File: config.mk
export PLATFORM = sky130hd
export DESIGN_NAME = lutram_fifo_ctrl
export DESIGN_NICKNAME = d
export VERILOG_FILES = /design/src/rtl/lutram_fifo_ctrl_pkg.sv /design/src/rtl/lutram_fifo_ctrl_lutram.sv /design/src/rtl/lutram_fifo_ctrl.sv
export SDC_FILE = /design/constraint.sdc
export NUM_CORES = 1
export LEC_CHECK = 0
export CORE_ASPECT_RATIO = 0.9
export CORE_MARGIN = 2
export CORE_UTILIZATION = 32
export DETAILED_ROUTE_END_ITERATION = 8
export DONT_BUFFER_PORTS = 1
export SLEW_MARGIN = 20
export SYNTH_ARGS = -nofsm -noshare
export SYNTH_HDL_FRONTEND = slang
export SYNTH_SLANG_ARGS = --single-unit
export TNS_END_PERCENT = 5
File: constraint.sdc
create_clock -name iCLK -period 3.9 [get_ports iCLK]
set_input_delay 0.78 -clock iCLK [delete_from_list [all_inputs] [get_ports iCLK]]
set_output_delay 0.78 -clock iCLK [all_outputs]
set_load 0.005 [all_outputs]
File: src/rtl/lutram_fifo_ctrl_pkg.sv
// Shared helpers for the LUT-RAM FIFO controller: log2 and parameter legality.
package lutram_fifo_ctrl_pkg;

    function automatic int log2Ceil(input int value);
        int result;
        result = 0;
        for (int i = 0; i < 31; i++) begin
            if ((1 << i) < value) begin
                result = i + 1;
            end
        end
        return result;
    endfunction

    function automatic bit isPow2(input int value);
        return (value >= 2) && ((value & (value - 1)) == 0);
    endfunction

    function automatic bit fifoParamsOk(input int depth, input int addrWidth,
                                        input int almostFull, input int almostEmpty);
        return isPow2(depth)
            && (addrWidth == log2Ceil(depth))
            && (almostFull >= 0) && (almostFull <= depth)
            && (almostEmpty >= 0) && (almostEmpty <= depth);
    endfunction

endpackage

File: src/rtl/lutram_fifo_ctrl_lutram.sv
// Zero-latency LUT-RAM: synchronous write, combinational read.
module LutRam #(
    parameter int pBitWidth  = 8,
    parameter int pAddrWidth = 4
) (
    input  logic                  iCLK,
    input  logic                  iWE,
    input  logic [pAddrWidth-1:0] iWA,
    input  logic [pBitWidth-1:0]  iWD,
    input  logic [pAddrWidth-1:0] iRA,
    output logic [pBitWidth-1:0]  oRD
);

    logic [pBitWidth-1:0] mem [0:(1 << pAddrWidth)-1];

    // Store the write word at the write address; no reset on contents.
    always_ff @(posedge iCLK) begin
        if (iWE) begin
            mem[iWA] <= iWD;
        end
    end

    assign oRD = mem[iRA];

endmodule

File: src/rtl/lutram_fifo_ctrl.sv
// First-word-fall-through FIFO controller around LutRam. Owns the pointers,
// the occupancy count, the registered full/empty/threshold flags and the
// sticky overflow/underflow flags.
module lutram_fifo_ctrl
    import lutram_fifo_ctrl_pkg::*;
#(
    parameter int pBuffDepth   = 16,
    parameter int pBitWidth    = 8,
    parameter int pAddrWidth   = 4,
    parameter int pAlmostFull  = 12,
    parameter int pAlmostEmpty = 2
) (
    input  logic                  iCLK,
    input  logic                  iRST_n,
    input  logic                  iCLR,
    input  logic [pBitWidth-1:0]  iWD,
    input  logic                  iWE,
    output logic                  oFULL,
    output logic                  oAFULL,
    input  logic                  iRE,
    output logic [pBitWidth-1:0]  oRD,
    output logic                  oRVD,
    output logic                  oAEMPTY,
    output logic [pAddrWidth:0]   oCOUNT,
    output logic                  oOVF,
    output logic                  oUDF
);

    if (!fifoParamsOk(pBuffDepth, pAddrWidth, pAlmostFull, pAlmostEmpty)) begin : gBadParams
        $error("lutram_fifo_ctrl: illegal depth / address width / threshold combination");
    end

    localparam logic [pAddrWidth:0]   cDepth   = pBuffDepth[pAddrWidth:0];
    localparam logic [pAddrWidth:0]   cAFull   = pAlmostFull[pAddrWidth:0];
    localparam logic [pAddrWidth:0]   cAEmpty  = pAlmostEmpty[pAddrWidth:0];
    localparam logic [pAddrWidth:0]   cZeroCnt = '0;
    localparam logic [pAddrWidth:0]   cOneCnt  = {{pAddrWidth{1'b0}}, 1'b1};
    localparam logic [pAddrWidth-1:0] cOnePtr  = {{(pAddrWidth-1){1'b0}}, 1'b1};

    logic [pAddrWidth-1:0] wrPtr;
    logic [pAddrWidth-1:0] rdPtr;
    logic [pAddrWidth:0]   count;
    logic [pAddrWidth:0]   countNext;
    logic                  wrAcc;
    logic                  rdAcc;
    logic                  flush;
    logic                  ramWe;

    // Accept decode uses only registered flags, so nothing is combinational
    // from the requests to oFULL/oRVD.
    assign wrAcc = iWE & ~oFULL;
    assign rdAcc = iRE & oRVD;
    assign flush = ~iRST_n | iCLR;
    // A flush cycle must not disturb RAM contents either.
    assign ramWe = wrAcc & ~flush;

    // Next occupancy for the normal (non-flush) case; flags are derived from it.
    always_comb begin
        countNext = count;
        case ({wrAcc, rdAcc})
            2'b10:   countNext = count + cOneCnt;
            2'b01:   countNext = count - cOneCnt;
            default: countNext = count;
        endcase
    end

    // Pointers, count, flags and sticky errors; reset and flush zero everything.
    always_ff @(posedge iCLK) begin
        if (!iRST_n || iCLR) begin
            wrPtr   <= '0;
            rdPtr   <= '0;
            count   <= '0;
            oFULL   <= 1'b0;
            oAFULL  <= (cZeroCnt >= cAFull);
            oRVD    <= 1'b0;
            oAEMPTY <= 1'b1;
            oOVF    <= 1'b0;
            oUDF    <= 1'b0;
        end else begin
            if (wrAcc) begin
                wrPtr <= wrPtr + cOnePtr;
            end
            if (rdAcc) begin
                rdPtr <= rdPtr + cOnePtr;
            end
            count   <= countNext;
            oFULL   <= (countNext == cDepth);
            oAFULL  <= (countNext >= cAFull);
            oRVD    <= (countNext != cZeroCnt);
            oAEMPTY <= (countNext <= cAEmpty);
            if (iWE && oFULL) begin
                oOVF <= 1'b1;
            end
            if (iRE && !oRVD) begin
                oUDF <= 1'b1;
            end
        end
    end

    assign oCOUNT = count;

    LutRam #(
        .pBitWidth (pBitWidth),
        .pAddrWidth(pAddrWidth)
    ) uLutRam (
        .iCLK(iCLK),
        .iWE (ramWe),
        .iWA (wrPtr),
        .iWD (iWD),
        .iRA (rdPtr),
        .oRD (oRD)
    );

endmodule

* Yosys cells after proc, flatten, opt, wreduce, memory -nomap -nowiden *
Memory sizes are Yosys's and may differ from the RTL's. A register that Yosys moved wholly into a read port is not among the register bits.
Index checks and enable logic that the tools add are counted.

cells by class
  add/sub/neg operators = 4
  multipliers = 0
  divide/modulo/power cells = 0
  order comparisons = 2
  eq/ne operators = 3
  shift-type cells = 0
  multiplexer cells = 5
  bitwise logic cells = 7
  reduce and logical (&&, ||, !) cells = 6

operators by type and width
  kind                 count
  $pmux 5 s2           1
  $add 4x1->4 const B  2
  $mux 4               2
  $add 5x1->5 const B  1
  $eq 5x5->1 const B   1
  $ge 5x4->1 const B   1
  $le 5x2->1 const B   1
  $reduce_bool 5->1    1
  $sub 5x1->5 const B  1
  $and 1x1->1          3
  $not 1->1            3
  $eq 2x1->1 const B   1
  $eq 2x2->1 const B   1
  $logic_and 1x1->1    2
  $logic_not 1->1      2
  $mux 1               2
  $logic_or 1x1->1     1
  $or 1x1->1           1

word-level totals
  register bits = 19
  latch bits = 0
  memory bits (writable) = 128
  ROM bits = 0
  output and inout bits = 19
  memories kept = 1

memory list
  name         words  bits a word  read ports  clocked after Yosys merged registers in  wr ports  RTL line                       source
  uLutRam.mem  16     8            1           1                                        1         lutram_fifo_ctrl_lutram.sv:14  logic [pBitWidth-1:0] mem [0:(1 << pAddrWidth)-1];

* Logic depth before layout (Yosys ltp) *
Gate-level depths: netlist of the first run.

  depth after elaboration = 6
  depth in mapped cells = 12
  mapped depth without buffers = 10

* Modules after synthesis *
From an unflattened synthesis of the first run, not the netlist that was laid out.

unflattened totals
  cells, all modules = 343
  area total of the unflattened synthesis = 6124.6 µm²

modules (own cells, without submodules)
  module            instances  cells an instance  area an instance (µm²)  sequential area each (µm²)
  LutRam            1          221                4987.3                  3843.7
  lutram_fifo_ctrl  1          122                1137.3                  380.4

* Worst setup path after synthesis of the first run *
No wires, ideal clock.

  kind = input -> register
  start = input iWE
  end = register oAEMPTY
  library setup time = 0.066 ns
  arrival time = 2.946 ns
  required time = 3.834 ns
  path slack = 0.888 ns
  stages = 12
  buffers on the path = 2
  path through = nor2b_1 -> clkbuf_1 -> inv_1 -> ha_1 -> buf_2 -> xor2_1 -> ha_1 -> a21oi_1 -> mux2i_1 -> xnor2_1 -> a2111o_1 -> a21oi_2

between the ends
  cells in the longest elaborated chain, start to end = 4
  elaborated cells between the ends (all ways) = 5
  those cells by class = order compare: 1; eq/ne: 2; mux: 1; bitwise: 1

ends and longest elaborated chain
  what                                      RTL line                source
  start, declared                           lutram_fifo_ctrl.sv:17  input logic iWE,
  $and 1x1->1 *                             lutram_fifo_ctrl.sv:51  assign wrAcc = iWE & ~oFULL;
  $eq 2x1->1 or $eq 2x2->1 (tied branches)  lutram_fifo_ctrl.sv:60  case ({wrAcc, rdAcc})
  $pmux 5 s2 *                              lutram_fifo_ctrl.sv:60
  $le 5x2->1 *                              lutram_fifo_ctrl.sv:90  oAEMPTY <= (countNext <= cAEmpty);
  end signal, assigned                      lutram_fifo_ctrl.sv:90
  end, declared                             lutram_fifo_ctrl.sv:23  output logic oAEMPTY,

Every way passes the cells marked *; elsewhere a longest branch is shown, timed or not.
A chain may end at the register's enable or synchronous reset.

==> results.toml, run 1 <==
[timing]
setup_tns_ps = 0
fmax_ghz = 0.3149
fin_skew_ps = 13.45
max_slew.worst_pin.slew_ps = 1001
relSlewSlack = 0.3304
setup_violations = 0
rsz0062_at_grt = "false"
fin_crit_ps = 3175
hold_violations = 0
finalMaxSlewViolations = 0
holdWs_ps = 462.3
finalCritPeriodShare = 0.8142

[routing]
vias = 2896
ant_nets = 0
drt_iter0_drc = 185
drt-vias-per-instance = 4.827
routedWlPerCell_um = 19.53
drt_wl_total_um = 11720
firstDrtPassIters = 4
drc = 0

[finish]
drive_gt1_frac = 0.2620
final_cell_mix = "edfxtp_1 (128), mux4_2 (40), nor2_1 (34)"
final_common_cell = "edfxtp_1"
fill_cells = 1690
nets = 364
diodes = 0
syn_to_final_growth_pct = 15.55

[job]
maxCapViolCount = 0

[power_and_ir_drop]
switchingPower_w = 0.0007095
max-vdd-ir-drop_uv = 339.8
p_per_area_nw_per_um2 = 490.2
p_leak_nw = 2.210
p_int_w = 0.002682
seq_power_share = 0.520
clockPowerShare = 0.459
p_comb_frac = 0.021
switching_share = 0.2092

[global_routing]
antenna_found_initial = 0
grt_overflow = 0
grt_pass1_wl_um = 18220
grt_pass1_vias = 3024
track_usage = 0.1274
grt_max_degree = 33

[clocking]
clk_path_buf_depth = 2
clk_root_buffer_cell = "clkbuf_16"
clock_latency_ps = 410
cts.clk_slew.worst_paths_ps = 70
hold_buffers = 0
htreeDepth = 4
cts_tree = "done"
cts_setup_buffers = 0
numCtsBuffers = 17
cts_sinks = 151
ctsResizeCount = 0

[placed_design]
routabilityCongestion = 0.7396
io_buffers = 0
dpl.hpwl_um = 7329

[critical_path]
r2r_cells = 11
crit_family = "multiplexers"
crit_type = "reg2out"
r2r_slack_ps = 1310
worst-path-stages = 3
crit_top_cell = "mux4_2"
cp.buffers_inverters = 1
slowest_stage = "mux4_2"
start_kind = "flip-flop"
r2r-start = "oFULL"
cp-end-kind = "output port"
path_max_fanout = 32
slowest_delay_ps = 590
worst_ep_required_time_ps = 3120
arrival_ps = 2400
crit_chain = "buf_4 -> mux4_2 -> mux4_2"

[min_path]
min_from = "iWD[6]"
hold_path.class = "in2reg"
whs_path_depth = 0

[yosys]
syn_inst = 323
syn_area_um2 = 5988
async_flop_share = 0
synth_edf_count = 128
synth.avg_cell_area_um2 = 18.54
ys.flop_type = "edfxtp_1"
synth_nets = 345
ys_seq_area_frac = 0.7188
ys_ff_latch = 151
ys_types = 40
yosysWarnings = 0

[floorplanning]
die_area_um2 = 19820
die_h_um = 133.8
ioPinCount = 32
die-width_um = 148.2
start_util = 0.3264
coreArea_um2 = 18350
core.rowCount = 47

[outcome]
status = "finished, final reports clean"
per-layer routing:
layer  part of all wire  wire length, um  vias up  global-route usage
li1                   -                -     1305                   -
met1               0.43             5066     1512              0.1645
met2               0.50             5838       77              0.2076
met3              0.066              779        2             0.05068
met4             0.0030               35        0             0.02222
met5                  0                0        -                   0
final cells by class:
| class | count | area (um^2) | share of cell area |
|---|---|---|---|
| multi-input cells | 148 | 1582 | 0.2286 |
| inverters | 6 | 22.52 | 0.003255 |
| clock inverters | 15 | 142.6 | 0.02061 |
| flip-flops and latches | 151 | 4305 | 0.6222 |
| well taps | 245 | 306.5 | 0.04430 |
| repair buffers | 18 | 135.1 | 0.01953 |
| clock buffers | 17 | 425.4 | 0.06148 |
through the flow:
step | worst slack, ps | instance area, um^2 | std cells | utilization | total power, W
after floorplan | 887.7 | 5988 | 323 | - | 0.001855
after global placement | 937.2 | 6351 | 568 | 0.3462 | 0.001869
after detailed placement | 875.3 | 6351 | 568 | 0.3462 | 0.001871
after CTS | 639.9 | 6919 | 600 | 0.3771 | 0.003420
after global routing | 573.5 | 6919 | 600 | 0.3771 | 0.003496
final | 724.7 | 6919 | 600 | 0.3771 | 0.003392
cell families after synthesis:
kind of cell	Yosys count	share of synthesized area
adder cells (fa/ha/maj)	9	0.01881
XOR/XNOR	10	0.01463
buffers and inverters	24	0.01713
flip-flops	151	0.7188
AO/OA/AOI/OAI	19	0.02236
AND/OR/NAND/NOR	68	0.05432
multiplexers	42	0.1540
cells in the mapped netlist, drive strengths merged, types with 2 or more instances:
master | n | area, um^2
edfxtp | 128 | 3844
buf | 12 | 56.31
ha | 9 | 112.6
and2 | 4 | 25.02
or3 | 2 | 12.51
nand3 | 3 | 15.01
o21ai | 2 | 10.00
a211oi | 2 | 20.02
nand2b | 2 | 12.51
nor2 | 34 | 127.6
mux4 | 40 | 900.9
xor2 | 6 | 52.55
nor2b | 3 | 18.77
xnor2 | 4 | 35.03
o21bai | 2 | 15.01
clkbuf | 6 | 23.77
inv | 6 | 22.52
nand2 | 11 | 41.29
dfxtp | 23 | 460.4
nand4 | 3 | 18.77
a21oi | 8 | 43.79
path summary, 6_finish.rpt:
check / endpoint
max: oRD[2]
min: uLutRam.mem[5][6]
max reg2reg: oAEMPTY
min reg2reg: oUDF
worst reg2reg max path, stage by stage, from the launching register on:
cell and delay [ps]:
dfxtp_1 340, nor2b_1 120, buf_4 160, inv_1 70
ha_1 310, xor2_1 200, ha_1 230, a21oi_1 160
mux2i_1 240, xnor2_1 130, a2111o_1 420, a21oi_2 140
flip-flops by register name, summed over array words and instances, names as in the netlist, named ones only:
signal and count:
uLutRam.mem 128, oCOUNT 5, rdPtr 4, wrPtr 4, oAEMPTY 1, oAFULL 1, oFULL 1, oOVF 1
oRVD 1, oUDF 1
power by group through the flow:
stage	clock [W]	combinational, W	sequential, W
5_1_grt	0.00165	0.0000795	0.00176
6_report	0.00156	0.0000712	0.00176
3_3_place_gp	0	0.0000705	0.00180
2_1_floorplan	0	0.0000600	0.00180
4_1_cts	0.00158	0.0000722	0.00176
3_5_place_dp	0	0.0000720	0.00180
No activity file was read; power rests on OpenSTA's default activity.
==> run 2: changes to the inputs <==
- clock period: 3.9 -> 3 ns (I/O delays scaled with it)
==> run 2 against run 1 <==
First-iteration DRC count up 2.7%. Clock power up 37%. Die area unchanged. Clock skew down 3.9 ps. Wire length up 2.1%. Sequential power up 30%. Critical endpoint is now oRD[0].
==> results.toml, run 2 (synthesized netlist as in run 1, its figures left out) <==
[outcome]
status = "finished, final reports clean"

[floorplanning]
coreArea_um2 = 18350
core.rowCount = 47
start_util = 0.3264
die_area_um2 = 19820
ioPinCount = 32
die-width_um = 148.2
die_h_um = 133.8

[power_and_ir_drop]
p_per_area_nw_per_um2 = 649.3
report.power.total_w = 0.004537
max-vdd-ir-drop_uv = 366.1
p_leak_nw = 2.241

[placed_design]
dpl.hpwl_um = 7743
io_buffers = 0
routabilityCongestion = 0.7761
dp_cells = 571

[finish]
stdcell_count = 603
regMostFlops = "uLutRam.mem"
final_cell_mix = "edfxtp_1 (128), mux4_2 (40), nor2_1 (34)"
final_common_cell = "edfxtp_1"
fin_util = 0.3809
diodes = 0
syn_to_final_growth_pct = 16.69
drive_gt1_frac = 0.2626
nets = 367
largest_register_ffs = 128

[routing]
drt-vias-per-instance = 4.886
drc = 0
ant_nets = 0
drt_iter0_drc = 190
vias = 2946
drt_wl_total_um = 11960
firstDrtPassIters = 4
routedWlPerCell_um = 19.84

[timing]
finalMaxSlewViolations = 0
rsz0062_at_grt = "false"
setup_violations = 0
fmax_ghz = 0.3630
fin_skew_ps = 9.510
max_slew.worst_pin.slew_ps = 647.9
hold_violations = 0
setup_tns_ps = 0
fin_crit_ps = 2755
relSlewSlack = 0.5674
finalCritPeriodShare = 0.9182
holdWs_ps = 276.2

[clocking]
cts_sinks = 151
clk_root_buffer_cell = "clkbuf_16"
ctsResizeCount = 0
cts_setup_buffers = 0
cts.clk_slew.worst_paths_ps = 70
htreeDepth = 4
numCtsBuffers = 17
cts_tree = "done"
hold_buffers = 0
clock_latency_ps = 420
clk_path_buf_depth = 2

[critical_path]
worst_ep_required_time_ps = 2400
r2r_slack_ps = 390
crit_chain = "buf_12 -> mux4_2 -> mux4_2"
crit_top_cell = "mux4_2"
slowest_delay_ps = 570
arrival_ps = 2150
start_kind = "flip-flop"
slowest_stage = "mux4_2"
path_max_fanout = 32
crit_family = "multiplexers"
cp-end-kind = "output port"
crit_type = "reg2out"
cp.buffers_inverters = 1

[global_routing]
antenna_found_initial = 0
grt_max_degree = 33
grt_pass1_wl_um = 18360
track_usage = 0.1278
grt_pass1_vias = 3032
grt_overflow = 0

[min_path]
hold_path.class = "in2reg"

[job]
maxCapViolCount = 0
run 2: cell count changes in the layout (fill, tap and decap cells not counted):
| cell | change |
|---|---|
| buf_12 | +1 |
| buf_4 | +2 |
| bufinv_16 | +2 |
| clkbuf_1 | +1 |
| clkinv_1 | +1 |
| clkinv_2 | -1 |
| clkinv_4 | -1 |
| inv_6 | -1 |
| inv_8 | -1 |
run 2: metal layers:
layer | global-route usage | part of all wire
met3 | 0.04490 | 0.079
met5 | 0 | 0
met2 | 0.1970 | 0.47
met4 | 0.03704 | 0.015
met1 | 0.1722 | 0.43
run 2: worst reg2reg max path: cells and delay by family, from the launching register on:
family	cells	cell delay (ps)
mux	1	250
compound gates	3	720
xor+xnor	2	250
fa+ha+maj	2	660
flops	1	370
simple gates	1	300
run 2: final timing paths:
path	start	endpoint	depth (start not counted)
max	flip-flop	oRD[0]	3
min	iWD[1]	uLutRam.mem[0][1]	0
max reg2reg	oRVD	oAEMPTY	9
min reg2reg	oUDF	oUDF	2
run 2: final cells by class:
class,count,area (um^2)
multi-input combinational,148,1582
tap,245,306.5
inverter,6,22.52
fill,1673,11360
sequential,151,4305
clock buffer,18,429.2
clock inverter,14,172.7
timing repair buffer,21,170.2
run 2: through the flow:
stage          area, um^2  setup WS, ps
3_3_place_gp         6386         344.8
3_5_place_dp         6386         222.1
2_1_floorplan        5988         167.7
6_report             6988         245.4
4_1_cts              6988         201.6
5_1_grt              6988         150.8
run 2: report_power, final:
part	switching, W	leakage, nW	internal [W]	total, W
Clock	0.000829	0.290	0.00132	0.00214
Combinational	0.0000526	0.613	0.0000450	0.0000976
Sequential	0.0000103	1.34	0.00228	0.00229
Total	0.000891	2.24	0.00365	0.00454
==> run 3: changes to the inputs <==
- CORE_MARGIN: 2 -> default
==> run 3 against run 2 <==
First-iteration DRC count shrank 23%. Clock power shrank 3%. Combinational power shrank 1%. Wire length grew 0.54%. Sequential share of layout area grew 0.15 points. Sequential cell count is the same. Utilization shrank 0.095 points. Highest routed layer unchanged.
==> results.toml, run 3 (synthesized netlist as in run 1, its figures left out) <==
[outcome]
status = "finished, final reports clean"

[clocking]
cts_sinks = 151
ctsResizeCount = 0
hold_buffers = 0
clk_path_buf_depth = 2
htreeDepth = 4
cts_tree = "done"
cts.clk_slew.worst_paths_ps = 60
clock_latency_ps = 410
clk_root_buffer_cell = "clkbuf_16"
cts_setup_buffers = 0
numCtsBuffers = 17

[timing]
max_slew.worst_pin.slew_ps = 549.9
hold_violations = 0
finalMaxSlewViolations = 0
setup_tns_ps = 0
fin_skew_ps = 10.15
fin_crit_ps = 2770
relSlewSlack = 0.6329
setup_violations = 0
finalCritPeriodShare = 0.9233
fmax_ghz = 0.3610
worst_slack_ps = 230.0
rsz0062_at_grt = "false"

[finish]
nets = 368
stdcell_count = 603
syn_to_final_growth_pct = 16.40
register_area_um2 = 4305
design_area_um2 = 6970
drive_gt1_frac = 0.2709
fill_cells = 1690
regMostFlops = "uLutRam.mem"
diodes = 0
multiInputGateArea_um2 = 1582
largest_register_ffs = 128
final_common_cell = "edfxtp_1"
final_cell_mix = "edfxtp_1 (128), mux4_2 (40), nor2_1 (34)"

[global_routing]
track_usage = 0.1346
grt_pass1_wl_um = 18860
antenna_found_initial = 0
grt_overflow = 0
grt_max_degree = 33
grt_pass1_vias = 3202

[routing]
drc = 0
drt-vias-per-instance = 4.934
ant_nets = 0
routedWlPerCell_um = 19.94
drt_iter0_drc = 147
vias = 2975
drt_wl_total_um = 12030
firstDrtPassIters = 5

[min_path]
hold_path.class = "in2reg"
whs_path_depth = 0

[power_and_ir_drop]
p_comb_frac = 0.022
p_per_area_nw_per_um2 = 640.2
p_int_w = 0.003562
seq_power_share = 0.514
p_leak_nw = 2.244
clockPowerShare = 0.464
switching_share = 0.2018
max-vdd-ir-drop_uv = 349.7
switchingPower_w = 0.0009007

[placed_design]
dp_slack_ps = 390.6
postPlaceCellArea_um2 = 6394
dpl.hpwl_um = 7619
routabilityCongestion = 0.7683
io_buffers = 0
dp_cells = 572

[critical_path]
r2r_cells = 9
worst_ep_required_time_ps = 2400
path_max_fanout = 32
crit_type = "reg2out"
arrival_ps = 2170
start_kind = "flip-flop"
cp-end-kind = "output port"

[floorplanning]
coreArea_um2 = 18350
die_area_um2 = 19260
core.rowCount = 47
start_util = 0.3264
die_h_um = 131.8
ioPinCount = 32
die-width_um = 146.2

[job]
maxCapViolCount = 0
run 3: changes by cell type in the layout (fill, tap and decap cells not counted), sizes merged:
cell	change
clkinv	+1
clkinvlp	-1
bufinv	-1
buf	+1
run 3: worst paths after layout:
path,startpoint,end,slack [ps]
min,iWD[3],uLutRam.mem[4][3],280
min reg2reg,oUDF,oUDF,500
max reg2reg,oRVD,oAFULL,620
max,flip-flop,oRD[7],230
run 3: worst max-delay path, cell delays in order, from the launching register on:
cell and delay, ps:
dfxtp_2 340, buf_12 250, mux4_2 560, mux4_2 560
run 3: through the flow:
step,total power [W],hold WS [ps],util
2_1_floorplan,0.002412,460.4,-
3_3_place_gp,0.002432,491.1,0.3485
3_5_place_dp,0.002436,490.6,0.3485
4_1_cts,0.004512,264.8,0.3799
5_1_grt,0.004599,264.2,0.3799
6_report,0.004462,280.6,0.3799
run 3: cell type report:
class                           count  area share
Clock buffer                       18     0.06157
Clock inverter                     13     0.02118
Inverter                            6    0.003231
Multi-Input combinational cell    148      0.2269
Sequential cell                   151      0.6177
Tap cell                          245     0.04398
Timing Repair Buffer               22     0.02549
run 3: power groups by stage:
| stage | Sequential [W] | Combinational (W) | Clock (W) |
|---|---|---|---|
| 2_1_floorplan | 0.00233 | 0.0000780 | 0 |
| 3_3_place_gp | 0.00234 | 0.0000939 | 0 |
| 3_5_place_dp | 0.00234 | 0.0000971 | 0 |
| 4_1_cts | 0.00229 | 0.0000970 | 0.00212 |
| 5_1_grt | 0.00229 | 0.000106 | 0.00220 |
| 6_report | 0.00229 | 0.0000963 | 0.00207 |
run 3: routing by layer:
metal,wire (um),global-route usage
met2,5716,0.2077
met5,0,0
met3,1016,0.03910
met1,5144,0.1798
met4,149,0.05208
